### src/rtl/uart_tx_io.sv
// uart_tx_io: memory-mapped 8N1 UART transmitter with a TX FIFO and STATUS/CTRL registers
module uart_tx_io #(
  parameter int CLKS_PER_BIT = 2604,
  parameter int FIFO_DEPTH = 16,
  parameter int PTR_W = 4
) (
  input  logic        clock,
  input  logic        rst,
  input  logic        uartcs,
  input  logic        uartwrite,
  input  logic        uartread,
  input  logic [1:0]  uartaddr,
  input  logic [15:0] uartwdata,
  output logic [15:0] uartrdata_out,
  output logic        tx,
  output logic        busy
);
  localparam int CW = $clog2(CLKS_PER_BIT);
  typedef enum logic [1:0] {IDLE, START, DATA, STOP} state_t;
  state_t state, state_n;
  logic [7:0] mem [FIFO_DEPTH];
  logic [PTR_W-1:0] rd_ptr, wr_ptr;
  logic [PTR_W:0] count;
  logic [CW-1:0] cnt, cnt_n;
  logic [2:0] idx, idx_n;
  logic [7:0] shift, shift_n;
  logic ovf, ovf_n, tx_n, full, empty, push_req, push, pop, ctrl_wr, baud_end;
  logic unused_wdata;
  assign unused_wdata = ^uartwdata[15:8];
  assign full = count == (PTR_W+1)'(FIFO_DEPTH);
  assign empty = count == '0;
  assign push_req = uartcs & uartwrite & (uartaddr == 2'b00);
  assign push = push_req & ~full;
  assign ctrl_wr = uartcs & uartwrite & (uartaddr == 2'b10) & uartwdata[3];
  assign baud_end = cnt == CW'(CLKS_PER_BIT - 1);
  assign busy = (state != IDLE) | ~empty;
  assign uartrdata_out = (uartcs & uartread & (uartaddr == 2'b10)) ? {12'b0, ovf, busy, full, empty} : 16'h0;
  // a push into a full FIFO is dropped even if the serializer pops in the same cycle
  assign ovf_n = (ovf & ~ctrl_wr) | (push_req & full);
  assign tx_n = (state == START) ? 1'b0 : (state == DATA) ? shift[0] : 1'b1;
  always_comb begin
    state_n = state;
    cnt_n = cnt;
    idx_n = idx;
    shift_n = shift;
    pop = 1'b0;
    case (state)
      IDLE: if (!empty) begin
        pop = 1'b1;
        state_n = START;
        shift_n = mem[rd_ptr];
        cnt_n = '0;
        idx_n = '0;
      end
      START: begin
        cnt_n = baud_end ? '0 : cnt + 1'b1;
        if (baud_end) state_n = DATA;
      end
      DATA: begin
        cnt_n = baud_end ? '0 : cnt + 1'b1;
        if (baud_end) begin
          shift_n = shift >> 1;
          idx_n = idx + 1'b1;
          if (idx == 3'd7) state_n = STOP;
        end
      end
      STOP: begin
        cnt_n = baud_end ? '0 : cnt + 1'b1;
        if (baud_end) begin
          state_n = IDLE;
          // chain straight into the next frame so queued bytes leave with no idle gap
          if (!empty) begin
            pop = 1'b1;
            state_n = START;
            shift_n = mem[rd_ptr];
            idx_n = '0;
          end
        end
      end
      default: state_n = IDLE;
    endcase
  end
  always_ff @(posedge clock or negedge rst) begin
    if (!rst) begin
      state <= IDLE;
      cnt <= '0;
      idx <= '0;
      shift <= '0;
      tx <= 1'b1;
      rd_ptr <= '0;
      wr_ptr <= '0;
      count <= '0;
      ovf <= 1'b0;
    end else begin
      state <= state_n;
      cnt <= cnt_n;
      idx <= idx_n;
      shift <= shift_n;
      tx <= tx_n;
      rd_ptr <= rd_ptr + PTR_W'(pop);
      wr_ptr <= wr_ptr + PTR_W'(push);
      count <= count + (PTR_W+1)'(push) - (PTR_W+1)'(pop);
      ovf <= ovf_n;
    end
  end
  always_ff @(posedge clock)
    if (push) mem[wr_ptr] <= uartwdata[7:0];
endmodule

### config.mk
export PLATFORM = sky130hd
export DESIGN_NAME = uart_tx_io
export DESIGN_NICKNAME = d
export VERILOG_FILES = /design/src/rtl/uart_tx_io.sv
export SDC_FILE = /design/constraint.sdc
export NUM_CORES = 1
export LEC_CHECK = 0
export ABC_CLOCK_PERIOD_IN_PS = 3000
export CORE_MARGIN = 1.5
export CORE_UTILIZATION = 29
export DETAILED_ROUTE_END_ITERATION = 8
export PLACE_DENSITY = 0.46
export SLEW_MARGIN = 20
export SYNTH_ARGS = -nofsm -noshare
export SYNTH_HDL_FRONTEND = slang
export SYNTH_SLANG_ARGS = --single-unit
### constraint.sdc
create_clock -name clock -period 3 [get_ports clock]
set_input_delay 0.6 -clock clock [delete_from_list [all_inputs] [get_ports clock]]
set_output_delay 0.6 -clock clock [all_outputs]
set_load 0.05 [all_outputs]
==> results of run 1 <==
[critical path, stage by stage, from the launching register on]
cell and delay, ps:
dfrtp_1 390, inv_1 80, ha_1 170, nor4b_1 290, buf_4 180, and2_1 310
inv_1 150, buf_4 220
[path summary, 6_finish.rpt]
| kind | endpoint | slack (ps) |
|---|---|---|
| max in group asynchronous | rd_ptr[0]$_DFF_PN0_ | 2410 |
| worst max-delay path | busy | 180 |
| min in group clock | ovf$_DFF_PN0_ | 510 |
| worst min-delay path | shift[0]$_DFFE_PN0P_ | 160 |
| worst min register to register | ovf$_DFF_PN0_ | 510 |
| worst max register to register | count[4]$_DFF_PN0_ | 270 |
[power groups by stage]
| stage | clock network (mW) | registers (mW) | logic, mW |
|---|---|---|---|
| after floorplan | 0 | 2.69 | 0.320 |
| after global placement | 0 | 2.72 | 0.402 |
| after detailed placement | 0 | 2.73 | 0.412 |
| after CTS | 2.27 | 2.68 | 0.415 |
| after global routing | 2.36 | 2.69 | 0.463 |
| final | 2.20 | 2.68 | 0.407 |
[cell usage in the layout (no fill, tap or decap), types with 13 or more instances in the layout]
cell type	netlist	layout
edfxtp_1	128	128
buf_4	15	41
dfrtp_1	39	38
mux4_2	32	32
nor2_1	25	25
ha_1	18	18
a22oi_1	17	17
clkbuf_16	0	17
inv_1	14	14
clkdlybuf4s50_1	0	14
a21oi_1	13	13
[per-layer routing]
metal / wire length, µm / global-route usage [%] / vias to the layer above / part of all wire (%)
met5: 0 / 0 / - / 0
met4: 171 / 3.66 / 0 / 1.2
met3: 447 / 2.54 / 14 / 3.0
met2: 7640 / 21.0 / 67 / 52
met1: 6410 / 15.3 / 2050 / 44
li1: - / - / 1807 / -
[cells by family after synthesis]
group	after synthesis	share of synthesized area, %
buf+inv	47	3.60
flops	168	66.4
fa+ha+maj	19	3.36
compound gates	78	8.39
other cells	1	0.0514
mux	36	10.6
xor+xnor	8	0.961
simple gates	80	6.59
[final cells by class]
type	instances	area share, %
Sequential cell	168	56.3
Multi-Input combinational cell	233	25.9
Tap cell	324	4.71
Inverter	15	0.654
Timing Repair Buffer	55	5.20
Clock buffer	17	4.94
Clock inverter	15	2.30
[flip-flops by register name (all words and copies together) (netlist names)]
name	cells
cnt	12
count	5
idx	3
mem	128
ovf	1
rd_ptr	4
shift	8
state	2
tx	1
wr_ptr	4
[cells in the mapped netlist (all sizes together), types with 5 or more instances]
cell	count	area share, %
a22o	5	0.60
ha	18	3.1
a21oi	14	1.1
edfxtp	128	53
dfrtp	39	13
a22oi	17	1.7
nand3	8	0.55
o21ai	8	0.55
nor2	25	1.3
inv	15	0.77
a21o	11	1.1
a2bb2oi	7	0.93
clkbuf	7	0.36
nand2	7	0.36
mux4	32	9.9
or3	6	0.58
buf	25	2.5
a221oi	7	0.84
nor3	5	0.34
==> results.yml, run 1 <==
run_status:
  status: "completed"
floorplanning:
  die_area_um2: 26100
  rows: 57
  core_area_um2: 24500
  pin_count: 41
  die_w_um: 162
  start_util_pct: 29.7
  die_y_um: 162
clock_tree:
  cts_tree: "built"
  cts_root_buffer: "clkbuf_16"
  clkTransAtPathRegs_ps: 70
  clkSinkCount: 168
  cts_max_path_buffers: 2
  cts_resized: 0
  cts_max_level: 4
  postCtsSetupRepairBufs: 0
  cts_inserted_buffers: 17
  ctsHoldBuffers: 0
  clock_latency_ps: 430
job:
  maxCapViolCount: 0
route:
  wl_mm: 14.7
  via_count: 3938
  dr.pass1.iters: 4
  post_drt_wl_per_cell_um: 17.7
  drt-initial-drc-count: 259
  drc: 0
  ant_nets: 0
  vias_per_cell: 4.76
timing:
  finalSetupViolCount: 0
  fmax_ghz: 0.355
  slew_headroom_pct: 52.0
  rsz0062_at_grt: "false"
  whs_ps: 162
  hold_viol_final: 0
  worst_slack_ps: 182
  maxSlewViolCount: 0
  setup_tns_ps: 0
  worst_slew_pin_slew_ps: 721
  min_period_ps: 2820
  finalClockSkew_ps: 15.7
  finalCritPeriodShare_pct: 93.9
place:
  place_inst: 795
  io_buffers: 20
  placed_cell_area_um2: 7980
  hpwlAfterDp_mm: 10.2
  gp_congestion: 0.747
  dp_slack_ps: 44.5
synth:
  syn_inst: 437
  synth_edf_count: 128
  async_reset_ff_share_pct: 23.8
  ys_ff_latch: 168
  ys.flop_type: "edfxtp_1"
  syn-cell-area_um2: 7290
  ys_seq_area_share_pct: 66.4
  ys_types: 61
  postSynthAreaPerCell_um2: 16.7
  yosys_warnings: 0
global_routing:
  grt_usage_pct: 12.2
  grt_pass1_vias: 4220
  grt_overflow: 0
  grt_pass1_wl_mm: 23.7
  grt_start_max_net_pins: 41
  antenna_found_initial: 0
final_layout:
  regArea_um2: 4850
  synthToLayoutAreaGrowth_pct: 18.1
  multi_input_area_um2: 2230
  fillers: 2354
  drive_above_1_share_pct: 24.9
  nNetsFinal: 532
  diodes: 0
  final_area_um2: 8610
  finalCoreUtilization_pct: 35.1
  final_cells: 827
power:
  ir_worst_vdd_mv: 0.331
  power_per_cell_area_nw_per_um2: 613
  power.internal_mw: 3.91
  combPwrFrac_pct: 7.7
  seqPwrFrac_pct: 50.7
  power_mw: 5.28
  power_leakage_nw: 3.11
  pwr-share-clk_pct: 41.6
  netSwitchingFraction_pct: 26.1
  power.switching_mw: 1.38
min_path:
  min_path_type: "in -> async"
worst_setup_path:
  endpoint_kind: "output pin"
  arrival_ps: 2220
  worst-setup-path-type: "reg -> out"
  worstPathMaxFanout: 5
  critPathRequiredTime_ps: 2400
  start_kind: "register"
  crit_path_start: "count[2]$_DFF_PN0_"
  rr_worst_depth: 13
  rr_startpoint: "cnt[0]$_DFFE_PN0P_"
Power figures use the tool's default switching activity.
==> run 2, diff against run 1 <==
--- a/config.mk
+++ b/config.mk
@@ -8,6 +8,7 @@
 export ABC_CLOCK_PERIOD_IN_PS = 3000
 export CORE_MARGIN = 1.5
 export CORE_UTILIZATION = 29
+export CTS_BUF_LIST = sky130_fd_sc_hd__clkbuf_8
 export DETAILED_ROUTE_END_ITERATION = 8
 export PLACE_DENSITY = 0.46
 export SLEW_MARGIN = 20
==> run 2 against run 1 <==
Compared with the run above: clock power shrank 25%; sequential share of layout area up 1.3 points; cell count unchanged; critical path depth increased by 6; power decreased by 11%; setup slack better by 81 ps; fmax grew 3.0%; via count is essentially flat; clock-buffer cell count is the same; highest routed layer unchanged; largest power group unchanged; combinational power hardly changed.
==> results.yml, run 2 (synthesis gave the netlist of run 1 again) <==
min_path:
  min_path_type: "in -> async"
floorplanning:
  pin_count: 41
  die_area_um2: 26100
  start_util_pct: 29.7
  core_area_um2: 24500
  rows: 57
  die_w_um: 162
  die_y_um: 162
worst_setup_path:
  crit_slowest_cell: "dfrtp_1"
  rrSetupSlack_ps: 260
  start_kind: "register"
  endpoint_kind: "register"
  crit_path_frequent_cell: "ha_1"
  r2r-end: "count[4]$_DFF_PN0_"
  arrival_ps: 3120
  cpPeakStageDelay_ps: 430
  crit_path_start: "cnt[0]$_DFFE_PN0P_"
  rr_worst_depth: 13
  rr_startpoint: "cnt[0]$_DFFE_PN0P_"
  critPathRequiredTime_ps: 3380
  worstPathMaxFanout: 4
  worst-setup-path-type: "reg -> reg"
  crit_chain: "ha_1 -> and4b_1 -> and4_1 -> a21oi_1 -> nor3_2 -> ha_1 -> inv_1 -> ha_1 -> fa_1 -> a21oi_1 -> nor2_1 -> nor2_1 -> xnor2_1"
clock_tree:
  clock_latency_ps: 460
  cts_max_path_buffers: 2
  clkTransAtPathRegs_ps: 110
  cts_inserted_buffers: 17
  postCtsSetupRepairBufs: 0
  cts_root_buffer: "clkbuf_8"
  cts_max_level: 4
  clkSinkCount: 168
  cts_tree: "built"
global_routing:
  grt_pass1_vias: 4220
  antenna_found_initial: 0
  grt_pass1_wl_mm: 23.7
  grt_usage_pct: 12.2
  grt_start_max_net_pins: 41
  grt_overflow: 0
final_layout:
  final_cell_mix: "edfxtp_1, buf_4, dfrtp_1"
  largest_register_ffs: 128
  layout_commonest_cell: "edfxtp_1"
  drive_above_1_share_pct: 25.0
  top_regs: "mem: 128 flops, cnt: 12 flops, shift: 8 flops"
  nNetsFinal: 532
  synthToLayoutAreaGrowth_pct: 15.5
  diodes: 0
  top_register: "mem"
timing:
  finalSetupViolCount: 0
  finalClockSkew_ps: 27.5
  hold_viol_final: 0
  fmax_ghz: 0.365
  min_period_ps: 2740
  rsz0062_at_grt: "false"
  slew_headroom_pct: 52.7
  whs_ps: 125
  maxSlewViolCount: 0
  finalCritPeriodShare_pct: 91.2
  setup_tns_ps: 0
  worst_slew_pin_slew_ps: 709
power:
  power_mw: 4.72
  power_per_cell_area_nw_per_um2: 561
  power_leakage_nw: 3.03
  pwr-share-clk_pct: 34.7
  netSwitchingFraction_pct: 27.7
  seqPwrFrac_pct: 56.6
  combPwrFrac_pct: 8.6
  power.internal_mw: 3.42
  power.switching_mw: 1.31
  ir_worst_vdd_mv: 0.241
route:
  vias_per_cell: 4.76
  drt-initial-drc-count: 254
  drc: 0
  post_drt_wl_per_cell_um: 17.7
  wl_mm: 14.6
  dr.pass1.iters: 4
  via_count: 3936
  ant_nets: 0
place:
  io_buffers: 20
  gp_congestion: 0.747
  hpwlAfterDp_mm: 10.2
job:
  maxCapViolCount: 0
run_status:
  status: "completed"
## run 2: changes by cell type in the layout (fill, tap and decap cells not counted)
cell       before  now
and2_2          0    1
clkbuf_8        0   17
and2_1          2    1
clkbuf_16      17    0
## run 2: worst max-delay path, delay by kind of cell, from the launching register on
| family | cells | cell delay [ps] |
|---|---|---|
| AOI/OAI and AO/OA | 2 | 330 |
| adders and majority gates | 4 | 1100 |
| xor gates and xnor gates | 1 | 120 |
| DFF | 1 | 430 |
| and+or+nand+nor | 5 | 650 |
| buffers and inverters | 1 | 40 |
## run 2: layer usage
metal	part of all wire [%]	routed length, µm	GRT usage (%)	vias to the layer above
li1	-	-	-	1805
met1	45	6520	15.4	2062
met2	52	7580	20.9	58
met3	2.4	347	2.47	11
met4	1.1	156	3.91	0
met5	0	0	0	-
## run 2: worst max-delay path by stage
stage / endpoint / slack (ps) / cells past startpoint
after floorplan: count[4]$_DFF_PN0_ / 370 / 13
after global placement: count[4]$_DFF_PN0_ / 30 / 11
after detailed placement: count[4]$_DFF_PN0_ / 40 / 11
after CTS: busy / 70 / 7
after global routing: count[4]$_DFF_PN0_ / 8 / 12
final: count[4]$_DFF_PN0_ / 260 / 13
## run 2: area by class of cell
class                      instances  area [µm²]
clock buffer                      17         234
timing repair buffer              55         448
sequential                       168        4850
tap                              324         405
fill                            2371       16100
multi-input combinational        233        2230
clock inverter                    15         198
inverter                          15        56.3
## run 2: power groups by stage
stage | Combinational, mW | Clock, mW | Sequential, mW
floorplan | 0.320 | 0 | 2.69
global route | 0.463 | 1.80 | 2.69
CTS | 0.415 | 1.71 | 2.68
global placement | 0.402 | 0 | 2.72
finish | 0.407 | 1.64 | 2.68
detailed placement | 0.412 | 0 | 2.73
## run 2: repair_timing
action | CTS | global route
setup endpoints to repair | 0 | 2
hold buffers | 0 | 0
gates resized for setup | 0 | 2
## run 2: per-stage QoR
| stage | area (µm²) | std cells | worst slack [ps] | utilization (%) |
|---|---|---|---|---|
| 2_1_floorplan | 7330 | 448 | 375 | - |
| 3_3_place_gp | 7980 | 795 | 32.5 | 32.5 |
| 3_5_place_dp | 7980 | 795 | 44.5 | 32.5 |
| 4_1_cts | 8410 | 827 | 66.9 | 34.3 |
| 5_1_grt | 8420 | 827 | 8.12 | 34.3 |
| 6_report | 8420 | 827 | 263 | 34.3 |
